File: src/rtl/receptor.sv
// Serial receiver: 1 start, 8 data bits MSB first, odd parity, 1 stop, oversampled
// at CLKS_PER_BIT clocks per bit. The last good byte is held with a sticky valid flag.
module receptor #(
    parameter int CLKS_PER_BIT = 16
) (
    input  logic       clk,
    input  logic       rst,
    input  logic       rx,
    output logic [7:0] data_out,
    output logic       valid
);

    localparam int CW = $clog2(CLKS_PER_BIT);
    localparam logic [CW-1:0] CNT_LAST = CW'(CLKS_PER_BIT - 1);
    localparam logic [CW-1:0] CNT_MID  = CW'(CLKS_PER_BIT / 2 - 1);

    typedef enum logic [2:0] {IDLE, START, DATA, PARITY, STOP} state_t;

    state_t          state_q, state_d;
    logic [CW-1:0]   cnt_q, cnt_d;
    logic [2:0]      idx_q, idx_d;
    logic [7:0]      shift_q, shift_d;
    logic            par_q, par_d;
    logic [7:0]      data_q, data_d;
    logic            valid_q, valid_d;
    logic            sync1_q, rxs_q;

    // Two-flop synchronizer, preset to the idle-high line level
    always_ff @(posedge clk or posedge rst) begin
        if (rst) begin
            sync1_q <= 1'b1;
            rxs_q   <= 1'b1;
        end else begin
            sync1_q <= rx;
            rxs_q   <= sync1_q;
        end
    end

    always_comb begin
        state_d = state_q;
        cnt_d   = cnt_q;
        idx_d   = idx_q;
        shift_d = shift_q;
        par_d   = par_q;
        data_d  = data_q;
        valid_d = valid_q;
        case (state_q)
            IDLE: begin
                if (!rxs_q) begin
                    state_d = START;
                    cnt_d   = '0;
                end
            end
            START: begin
                if (cnt_q == CNT_MID) begin
                    cnt_d = '0;
                    if (!rxs_q) begin
                        state_d = DATA;
                        idx_d   = '0;
                        valid_d = 1'b0;
                    end else begin
                        state_d = IDLE;
                    end
                end else begin
                    cnt_d = cnt_q + 1'b1;
                end
            end
            DATA: begin
                if (cnt_q == CNT_LAST) begin
                    shift_d = {shift_q[6:0], rxs_q};
                    cnt_d   = '0;
                    idx_d   = idx_q + 1'b1;
                    if (idx_q == 3'd7) state_d = PARITY;
                end else begin
                    cnt_d = cnt_q + 1'b1;
                end
            end
            PARITY: begin
                if (cnt_q == CNT_LAST) begin
                    par_d   = rxs_q;
                    cnt_d   = '0;
                    state_d = STOP;
                end else begin
                    cnt_d = cnt_q + 1'b1;
                end
            end
            STOP: begin
                if (cnt_q == CNT_LAST) begin
                    // Odd parity: data bits plus parity bit must XOR to 1
                    if (rxs_q && ((^shift_q) ^ par_q)) begin
                        data_d  = shift_q;
                        valid_d = 1'b1;
                    end
                    cnt_d   = '0;
                    state_d = IDLE;
                end else begin
                    cnt_d = cnt_q + 1'b1;
                end
            end
            default: begin
                state_d = IDLE;
                cnt_d   = '0;
            end
        endcase
    end

    always_ff @(posedge clk or posedge rst) begin
        if (rst) begin
            state_q <= IDLE;
            cnt_q   <= '0;
            idx_q   <= '0;
            shift_q <= '0;
            par_q   <= 1'b0;
            data_q  <= '0;
            valid_q <= 1'b0;
        end else begin
            state_q <= state_d;
            cnt_q   <= cnt_d;
            idx_q   <= idx_d;
            shift_q <= shift_d;
            par_q   <= par_d;
            data_q  <= data_d;
            valid_q <= valid_d;
        end
    end

    assign data_out = data_q;
    assign valid    = valid_q;

endmodule

File: config.mk
export PLATFORM = sky130hd
export DESIGN_NAME = receptor
export DESIGN_NICKNAME = d
export VERILOG_FILES = /design/src/rtl/receptor.sv
export SDC_FILE = /design/constraint.sdc
export NUM_CORES = 1
export LEC_CHECK = 0
export CAP_MARGIN = 20
export CORE_ASPECT_RATIO = 1.2
export CORE_UTILIZATION = 40
export DETAILED_ROUTE_END_ITERATION = 16
export GPL_ROUTABILITY_DRIVEN = 0
export PLACE_DENSITY = 0.59
export SYNTH_ARGS = -nofsm -noshare
export SYNTH_HDL_FRONTEND = slang
export SYNTH_SLANG_ARGS = --single-unit
export TNS_END_PERCENT = 20
File: constraint.sdc
create_clock -name clk -period 2.05 [get_ports clk]
set_clock_uncertainty 0.15 [all_clocks]
set_input_delay 0.5125 -clock clk [delete_from_list [all_inputs] [get_ports clk]]
set_output_delay 0.5125 -clock clk [all_outputs]
set_load 0.02 [all_outputs]
==> flow_summary.json, run 1 <==
{
  "vias": 998,
  "worst_pin_slew_ps": 402,
  "grtUsageTotal_pct": 16.7,
  "synth-seq-cells": 30,
  "p_comb_share_pct": 28.3,
  "peakVddDrop_mv": 0.402,
  "p_leak_nw": 0.866,
  "grt_max_degree": 31,
  "dp.final_hpwl_um": 1860,
  "grt_pass1_wl_um": 4770,
  "n_antenna_cell": 0,
  "power_density_nw_per_um2": 944,
  "fin_crit_ps": 2120,
  "critPathKind": "reg2reg",
  "place_area_um2": 1680,
  "drc": 0,
  "syn_area_per_cell_um2": 12.5,
  "initial_core_util_pct": 42.4,
  "cts-htree-levels": 2,
  "critPathLaunchType": "register",
  "netlist_area_um2": 1440,
  "clock_path_buffers": 2,
  "insertion_delay_ps": 280,
  "pwr-share-clk_pct": 28.6,
  "syn-num-nets": 121,
  "seqPwrFrac_pct": 43.0,
  "syn_inst": 115,
  "placed_cells": 173,
  "sw_frac_of_total_pct": 30.1,
  "antenna_found_initial": 0,
  "cp.required_ps": 2060,
  "r2r_start": "shift_q[0]",
  "path_max_fanout": 5,
  "max_freq_ghz": 0.471,
  "overflow": 0,
  "grt_pass1_vias": 1047,
  "min_from": "sync1_q",
  "holdWs_ps": 210,
  "rsz0062_at_grt": "yes",
  "crit_start": "shift_q[0]",
  "synthTopCellsByArea": "dfrtp_1 49%, mux2_2 15%, dfstp_2 3.6%",
  "cts_buffers": 5,
  "finalNetCount": 150,
  "maxCapViolCount": 0,
  "setup_slack_ps": -71.4,
  "ant_nets": 0,
  "drt-pass1-iter-count": 4,
  "drt-total-wl_um": 2660,
  "yosysTopAreaCell": "dfrtp_1",
  "fin_area_um2": 1800,
  "core_area_um2": 3400,
  "end_kind": "register",
  "relSlewSlack_pct": 73.1,
  "clkSlewWorstSetupHoldPaths_ps": 60,
  "area_growth_pct": 24.6,
  "chipWidth_um": 56.8,
  "drtIter0Drc": 24,
  "holdBufCountCts": 0,
  "violations": "setup timing",
  "portBuffers": 11,
  "synth.distinct_cells": 34,
  "cts_tree": "built",
  "row_count": 23,
  "timing.final.crit_share_pct": 103,
  "ys_seq_area_share_pct": 52.3,
  "fp.dieArea_um2": 3850,
  "avgViaCountPerCell": 5.48,
  "power_switching_mw": 0.510,
  "cts-root-buf": "clkbuf_8",
  "final_cells": 182,
  "synth-warning-count": 0,
  "clock-sinks": 30,
  "io_pins": 12,
  "cp.arrival_ps": 2130,
  "setup_violations": 8,
  "drive_gt1_share_pct": 35.2,
  "finalHoldViolCount": 0,
  "synth_top_area_share_pct": 48.6,
  "wl_per_cell_um": 14.6,
  "status": "finished with violations",
  "p_int_mw": 1.18,
  "holdCritPathClass": "reg2reg",
  "fin_setup_tns_ps": -474,
  "post-cts-setup-buffers": 0,
  "die_h_um": 67.8,
  "dp_slack_ps": -75.8,
  "slew_viol_final": 0
}
[per-layer routing]
layer	track usage, %	up-vias	wire [µm]
met5	0	-	0
met4	9.45	0	64
met3	4.79	9	86
met2	26.9	16	1350
met1	20.2	504	1150
li1	-	469	-
[placed cells by master (no fill, tap or decap), types with 3 or more instances in the layout]
master / synthesis / routed
a21oi_1: 3 / 3
nor2_1: 6 / 6
dfrtp_1: 28 / 28
clkdlybuf4s50_1: 0 / 11
nand2_1: 6 / 6
inv_1: 4 / 4
buf_4: 3 / 16
ha_1: 3 / 3
xnor2_1: 4 / 4
o21ai_1: 0 / 3
mux2_2: 19 / 19
nand4_1: 4 / 4
nand3_1: 3 / 3
clkbuf_8: 0 / 6
o21ai_0: 6 / 3
[state kept, by name (all words and copies together) (netlist names)]
register and cells:
data_out 8, state_q 3, valid 1, shift_q 8
cnt_q 4, idx_q 3, rxs_q 1, sync1_q 1
par_q 1
[logic make-up after synthesis]
logic type / after synthesis / share of synthesized area (%)
AND/OR/NAND/NOR: 28 / 10.5
XOR/XNOR: 7 / 6.42
flip-flops: 30 / 52.3
AO/OA/AOI/OAI: 17 / 7.81
adder cells (fa/ha/maj): 3 / 2.60
buffers and inverters: 10 / 3.99
multiplexers: 20 / 16.4
[per-stage QoR]
stage / power (mW) / util, %
after floorplan: 1.08 / -
after global placement: 1.20 / 49.3
after detailed placement: 1.22 / 49.3
after CTS: 1.71 / 52.0
after global routing: 1.81 / 52.9
final: 1.69 / 52.9
[Yosys cell counts, drive strengths merged]
master,n
buf,5
inv,4
xnor2,4
a211oi,1
o211ai,1
dfrtp,28
dfstp,2
and3b,1
o32a,1
nand4,4
xnor3,2
and3,3
mux2i,1
o21ai,6
a21oi,3
nor4b,1
a22o,2
xor2,1
o31ai,1
nor3,1
nand2,6
ha,3
mux2,19
clkbuf,1
nor3b,1
a31o,1
nand3,3
and4,1
a21o,1
nor2,6
nand4b,1
[critical path: stages (launching register included)]
cell and delay (ps):
dfrtp_1 350, xnor3_4 480, nand4b_1 330, mux2i_4 330, mux2_2 370
[path summary, 6_finish.rpt]
kind | endpoint | slack, ps | cells past startpoint
max | data_out[2] | -70 | 4
min | rxs_q | 210 | 0
max reg2reg | data_out[2] | -70 | 4
min reg2reg | rxs_q | 210 | 0
max in group asynchronous | sync1_q | 980 | 3
min in group asynchronous | state_q[1] | 450 | 3
[power groups by stage]
stage / Combinational, mW / Sequential (mW) / Clock, mW
2_1_floorplan: 0.337 / 0.742 / 0
3_3_place_gp: 0.464 / 0.736 / 0
3_5_place_dp: 0.476 / 0.741 / 0
4_1_cts: 0.477 / 0.730 / 0.499
5_1_grt: 0.550 / 0.742 / 0.520
6_report: 0.480 / 0.729 / 0.485
[cell type report]
class	instances	area [µm²]
Clock buffer	7	86.3
Clock inverter	1	5.00
Fill cell	315	1600
Inverter	4	15.0
Multi-Input combinational cell	76	659
Sequential cell	30	753
Tap cell	37	46.3
Timing Repair Buffer	27	230
[repair_timing]
item,in CTS,in global routing
endpoints found under the setup margin,9,13
pin swaps,0,2
cloned,0,1
gates resized for setup,0,7
(Power assumes the default switching activity.)
==> run 2: changes to the inputs <==
Settings changed: RECOVER_POWER from default to 50.
==> run 2 against run 1 <==
  * The flow still finishes with violations (setup timing)
  * Sequential power about the same
  * Worst setup slack about the same
  * Clock-buffer cell count unchanged
  * Die area is the same
  * Largest cell class unchanged
  * Largest power group unchanged
==> flow_summary.json, run 2 (synthesis results as in run 1) <==
{
  "critPathLaunchType": "register",
  "cts_buffers": 5,
  "end_kind": "register",
  "drc": 0,
  "path_max_fanout": 5,
  "maxCapViolCount": 0,
  "overflow": 0,
  "chipWidth_um": 56.8,
  "finalHoldViolCount": 0,
  "power_density_nw_per_um2": 944,
  "p_leak_nw": 0.866,
  "finalNetCount": 150,
  "insertion_delay_ps": 280,
  "area_growth_pct": 24.4,
  "avgViaCountPerCell": 5.48,
  "core_area_um2": 3400,
  "critPathKind": "reg2reg",
  "holdCritPathClass": "reg2reg",
  "drt-total-wl_um": 2650,
  "clkSlewWorstSetupHoldPaths_ps": 60,
  "drt-pass1-iter-count": 4,
  "worst_pin_slew_ps": 740,
  "clock_path_buffers": 2,
  "layout_common_cells": "28 x dfrtp_1, 19 x mux2_2, 15 x buf_4",
  "fin_setup_tns_ps": -474,
  "slew_viol_final": 0,
  "final_cells": 182,
  "n_antenna_cell": 0,
  "wl_per_cell_um": 14.6,
  "holdWs_ps": 210,
  "placed_cells": 173,
  "finalPower_mw": 1.69,
  "vias": 998,
  "cp.arrival_ps": 2130,
  "violations": "setup timing",
  "cp.required_ps": 2060,
  "ant_nets": 0,
  "grt_max_degree": 31,
  "antenna_found_initial": 0,
  "setup_violations": 8,
  "cts-root-buf": "clkbuf_8",
  "portBuffers": 11,
  "fin_crit_ps": 2120,
  "timing.final.crit_share_pct": 103,
  "drive_gt1_share_pct": 35.2,
  "grt_pass1_vias": 1047,
  "die_h_um": 67.8,
  "fp.dieArea_um2": 3850,
  "setup_slack_ps": -71.4,
  "row_count": 23,
  "io_pins": 12,
  "cts_tree": "built",
  "grtUsageTotal_pct": 16.7,
  "grt_pass1_wl_um": 4770,
  "peakVddDrop_mv": 0.402,
  "final_common_cell": "dfrtp_1",
  "rsz0062_at_grt": "yes",
  "max_freq_ghz": 0.471,
  "relSlewSlack_pct": 50.6,
  "cts-htree-levels": 2,
  "dp_slack_ps": -75.8,
  "dp.final_hpwl_um": 1860,
  "initial_core_util_pct": 42.4,
  "drtIter0Drc": 24,
  "status": "finished with violations",
  "clock-sinks": 30
}
[run 2: final timing paths]
| kind | start | to | slack, ps | depth (start not counted) |
|---|---|---|---|---|
| min | sync1_q | rxs_q | 210 | 0 |
| min reg2reg | sync1_q | rxs_q | 210 | 0 |
| max in group asynchronous | rst | idx_q[0] | 540 | 3 |
| min in group asynchronous | rst | state_q[1] | 720 | 3 |
| max reg2reg | shift_q[0] | data_out[2] | -70 | 4 |
| max | shift_q[0] | data_out[2] | -70 | 4 |
[run 2: through the flow]
stage | cell area (µm²) | util, %
after floorplan | 1440 | -
after global placement | 1680 | 49.3
after detailed placement | 1680 | 49.3
after CTS | 1770 | 52.0
after global routing | 1790 | 52.8
final | 1790 | 52.8
[run 2: cell type report]
| type | count | area, µm² |
|---|---|---|
| Clock inverter | 1 | 5.00 |
| Inverter | 4 | 15.0 |
| Clock buffer | 7 | 86.3 |
| Timing Repair Buffer | 27 | 228 |
| Multi-Input combinational cell | 76 | 659 |
| Tap cell | 37 | 46.3 |
| Fill cell | 316 | 1600 |
| Sequential cell | 30 | 753 |
[run 2: report_power, final]
group | internal, mW | total (mW) | switching [mW]
registers | 0.674 | 0.729 | 0.0546
clock network | 0.270 | 0.485 | 0.215
logic | 0.238 | 0.478 | 0.240
[run 2: what timing repair did]
action	4_1_cts	5_1_grt
hold buffers	0	0
pin swaps	0	2
resized for setup	0	7
setup buffers	0	0
setup endpoints to repair	9	13
cloned	0	1
[run 2: routing by layer]
metal / global-route usage (%) / vias up / wire (µm)
met5: 0 / - / 0
met4: 9.45 / 0 / 64
met3: 4.79 / 9 / 86
met2: 26.9 / 16 / 1350
met1: 20.2 / 504 / 1150
li1: - / 469 / -
[run 2: worst max-delay path: stages, from the launching register on]
cell	delay (ps)
dfrtp_1	350
xnor3_4	480
nand4b_1	330
mux2i_4	330
mux2_2	370
==> run 3: changes to the inputs <==
Settings changed: RECOVER_POWER 50 to 100.
==> run 3 against run 2 <==
  * The run still ends with setup timing left
  * Critical path depth is the same
  * Final cell count did not move
  * Sequential power barely moved
  * Sequential share of layout area grew 0.088 points
  * Fmax barely moved
  * Via count up 0.10%
  * Wire length decreased by 0.49%
  * Combinational power about the same
  * Register-to-register slack barely moved
  * Global-route usage is the same
  * Largest power group unchanged
==> flow_summary.json, run 3 (synthesis results as in run 1) <==
{
  "timing.final.crit_share_pct": 104,
  "wl_per_cell_um": 14.5,
  "grt_pass1_wl_um": 4770,
  "crit_chain": "xnor3_4 -> nand4b_1 -> mux2i_4 -> mux2_2",
  "min_path_cells": 0,
  "relSlewSlack_pct": 50.6,
  "insertion_delay_ps": 280,
  "end_kind": "register",
  "finalPower_mw": 1.69,
  "grt_max_degree": 31,
  "overflow": 0,
  "drtIter0Drc": 23,
  "die_h_um": 67.8,
  "grt_pass1_vias": 1047,
  "power_density_nw_per_um2": 946,
  "holdCritPathClass": "reg2reg",
  "r2r_cells": 4,
  "p_leak_nw": 0.862,
  "worst_pin_slew_ps": 741,
  "cts-root-buf": "clkbuf_8",
  "cp.arrival_ps": 2140,
  "core_area_um2": 3400,
  "cp.required_ps": 2060,
  "cts_tree": "built",
  "setup_violations": 8,
  "min_from": "sync1_q",
  "initial_core_util_pct": 42.4,
  "portBuffers": 11,
  "p_int_mw": 1.18,
  "final_common_cell": "dfrtp_1",
  "cp_top_family": "multiplexers",
  "setup_slack_ps": -72.6,
  "layout_common_cells": "28 x dfrtp_1, 19 x mux2_2, 14 x buf_4",
  "cpMaxStageDelayCell": "xnor3_4",
  "n_antenna_cell": 0,
  "critPathLaunchType": "register",
  "finalHoldViolCount": 0,
  "hold_end": "rxs_q",
  "grtUsageTotal_pct": 16.7,
  "sw_frac_of_total_pct": 30.1,
  "finalNetCount": 150,
  "max_freq_ghz": 0.471,
  "area_growth_pct": 24.1,
  "io_pins": 12,
  "slew_viol_final": 0,
  "rsz0062_at_grt": "yes",
  "final_util_pct": 52.7,
  "dp.final_hpwl_um": 1860,
  "clock-sinks": 30,
  "critPathKind": "reg2reg",
  "fin_crit_ps": 2120,
  "violations": "setup timing",
  "holdBufCountCts": 0,
  "fp.dieArea_um2": 3850,
  "drt-total-wl_um": 2640,
  "post-cts-setup-buffers": 0,
  "drive_gt1_share_pct": 34.5,
  "peakVddDrop_mv": 0.402,
  "vias": 999,
  "max_stage_delay_ps": 480,
  "power_switching_mw": 0.510,
  "row_count": 23,
  "r2r_start": "shift_q[0]",
  "p_comb_share_pct": 28.3,
  "rrSetupSlack_ps": -70,
  "reg2reg_to": "data_out[2]",
  "cts-htree-levels": 2,
  "fillers": 318,
  "cp.buffers_inverters": 0,
  "chipWidth_um": 56.8,
  "clock_path_buffers": 2,
  "clkSlewWorstSetupHoldPaths_ps": 60,
  "status": "finished with violations",
  "avgViaCountPerCell": 5.49,
  "antenna_found_initial": 0,
  "maxCapViolCount": 0,
  "drt-pass1-iter-count": 4,
  "ant_nets": 0,
  "cts_buffers": 5,
  "seqPwrFrac_pct": 43.1,
  "path_max_fanout": 5,
  "drc": 0,
  "pwr-share-clk_pct": 28.7
}
==> run 3: cell count changes in the layout (fill, tap and decap cells not counted) <==
cell and delta:
clkbuf_1 +1, buf_4 -1
==> run 3: worst max-delay path by stage <==
stage,from,to,slack [ps],cells after the start
3_5_place_dp,shift_q[0],data_out[2],-80,4
3_3_place_gp,shift_q[3],data_out[7],3,4
5_1_grt,shift_q[0],data_out[0],-150,4
6_report,shift_q[0],data_out[2],-70,4
4_1_cts,shift_q[0],data_out[2],-90,4
2_1_floorplan,cnt_q[0],data_out[0],40,6
==> run 3: area by class of cell <==
type | instances | area (µm²) | area share [%]
clock buffer | 7 | 86.3 | 4.83
clock inverter | 1 | 5.00 | 0.280
inverter | 4 | 15.0 | 0.839
multi-input combinational | 76 | 659 | 36.9
sequential | 30 | 753 | 42.1
tap | 37 | 46.3 | 2.59
timing repair buffer | 27 | 224 | 12.5
==> run 3: worst reg2reg max path: cells and delay by family (launching register included) <==
family | cells | cell delay, ps
xor+xnor | 1 | 480
flops | 1 | 350
mux | 2 | 700
simple gates | 1 | 330
==> run 3: through the flow <==
stage               hold WS, ps  instances  setup slack, ps  area (µm²)  setup TNS (ps)
global placement            196        173             3.46        1680               0
detailed placement          202        173            -75.8        1680            -539
CTS                         211        181            -85.2        1770            -629
floorplan                   195        115             42.1        1440               0
global route                217        182             -150        1790           -1100
finish                      210        182            -72.6        1790            -483
==> run 3: layer usage <==
metal	vias to the layer above	share of wire, %	global-route usage [%]
met5	-	0	0
met4	0	2.5	9.45
met3	9	3.9	4.79
met2	18	51	26.9
met1	501	43	20.2
li1	471	-	-
==> run 3: repair_timing <==
| action | in CTS | in global routing |
|---|---|---|
| setup endpoints to repair | 9 | 13 |
| hold endpoints to repair | 0 | 0 |
| gates cloned | 0 | 1 |
| gates resized for setup | 0 | 7 |
| pin swaps | 0 | 2 |
==> run 3: power groups by stage <==
stage               combinational [mW]  clock (mW)  sequential [mW]
floorplan                        0.337           0            0.742
global placement                 0.464           0            0.736
detailed placement               0.476           0            0.741
CTS                              0.477       0.499            0.730
global route                     0.548       0.520            0.742
finish                           0.479       0.485            0.729
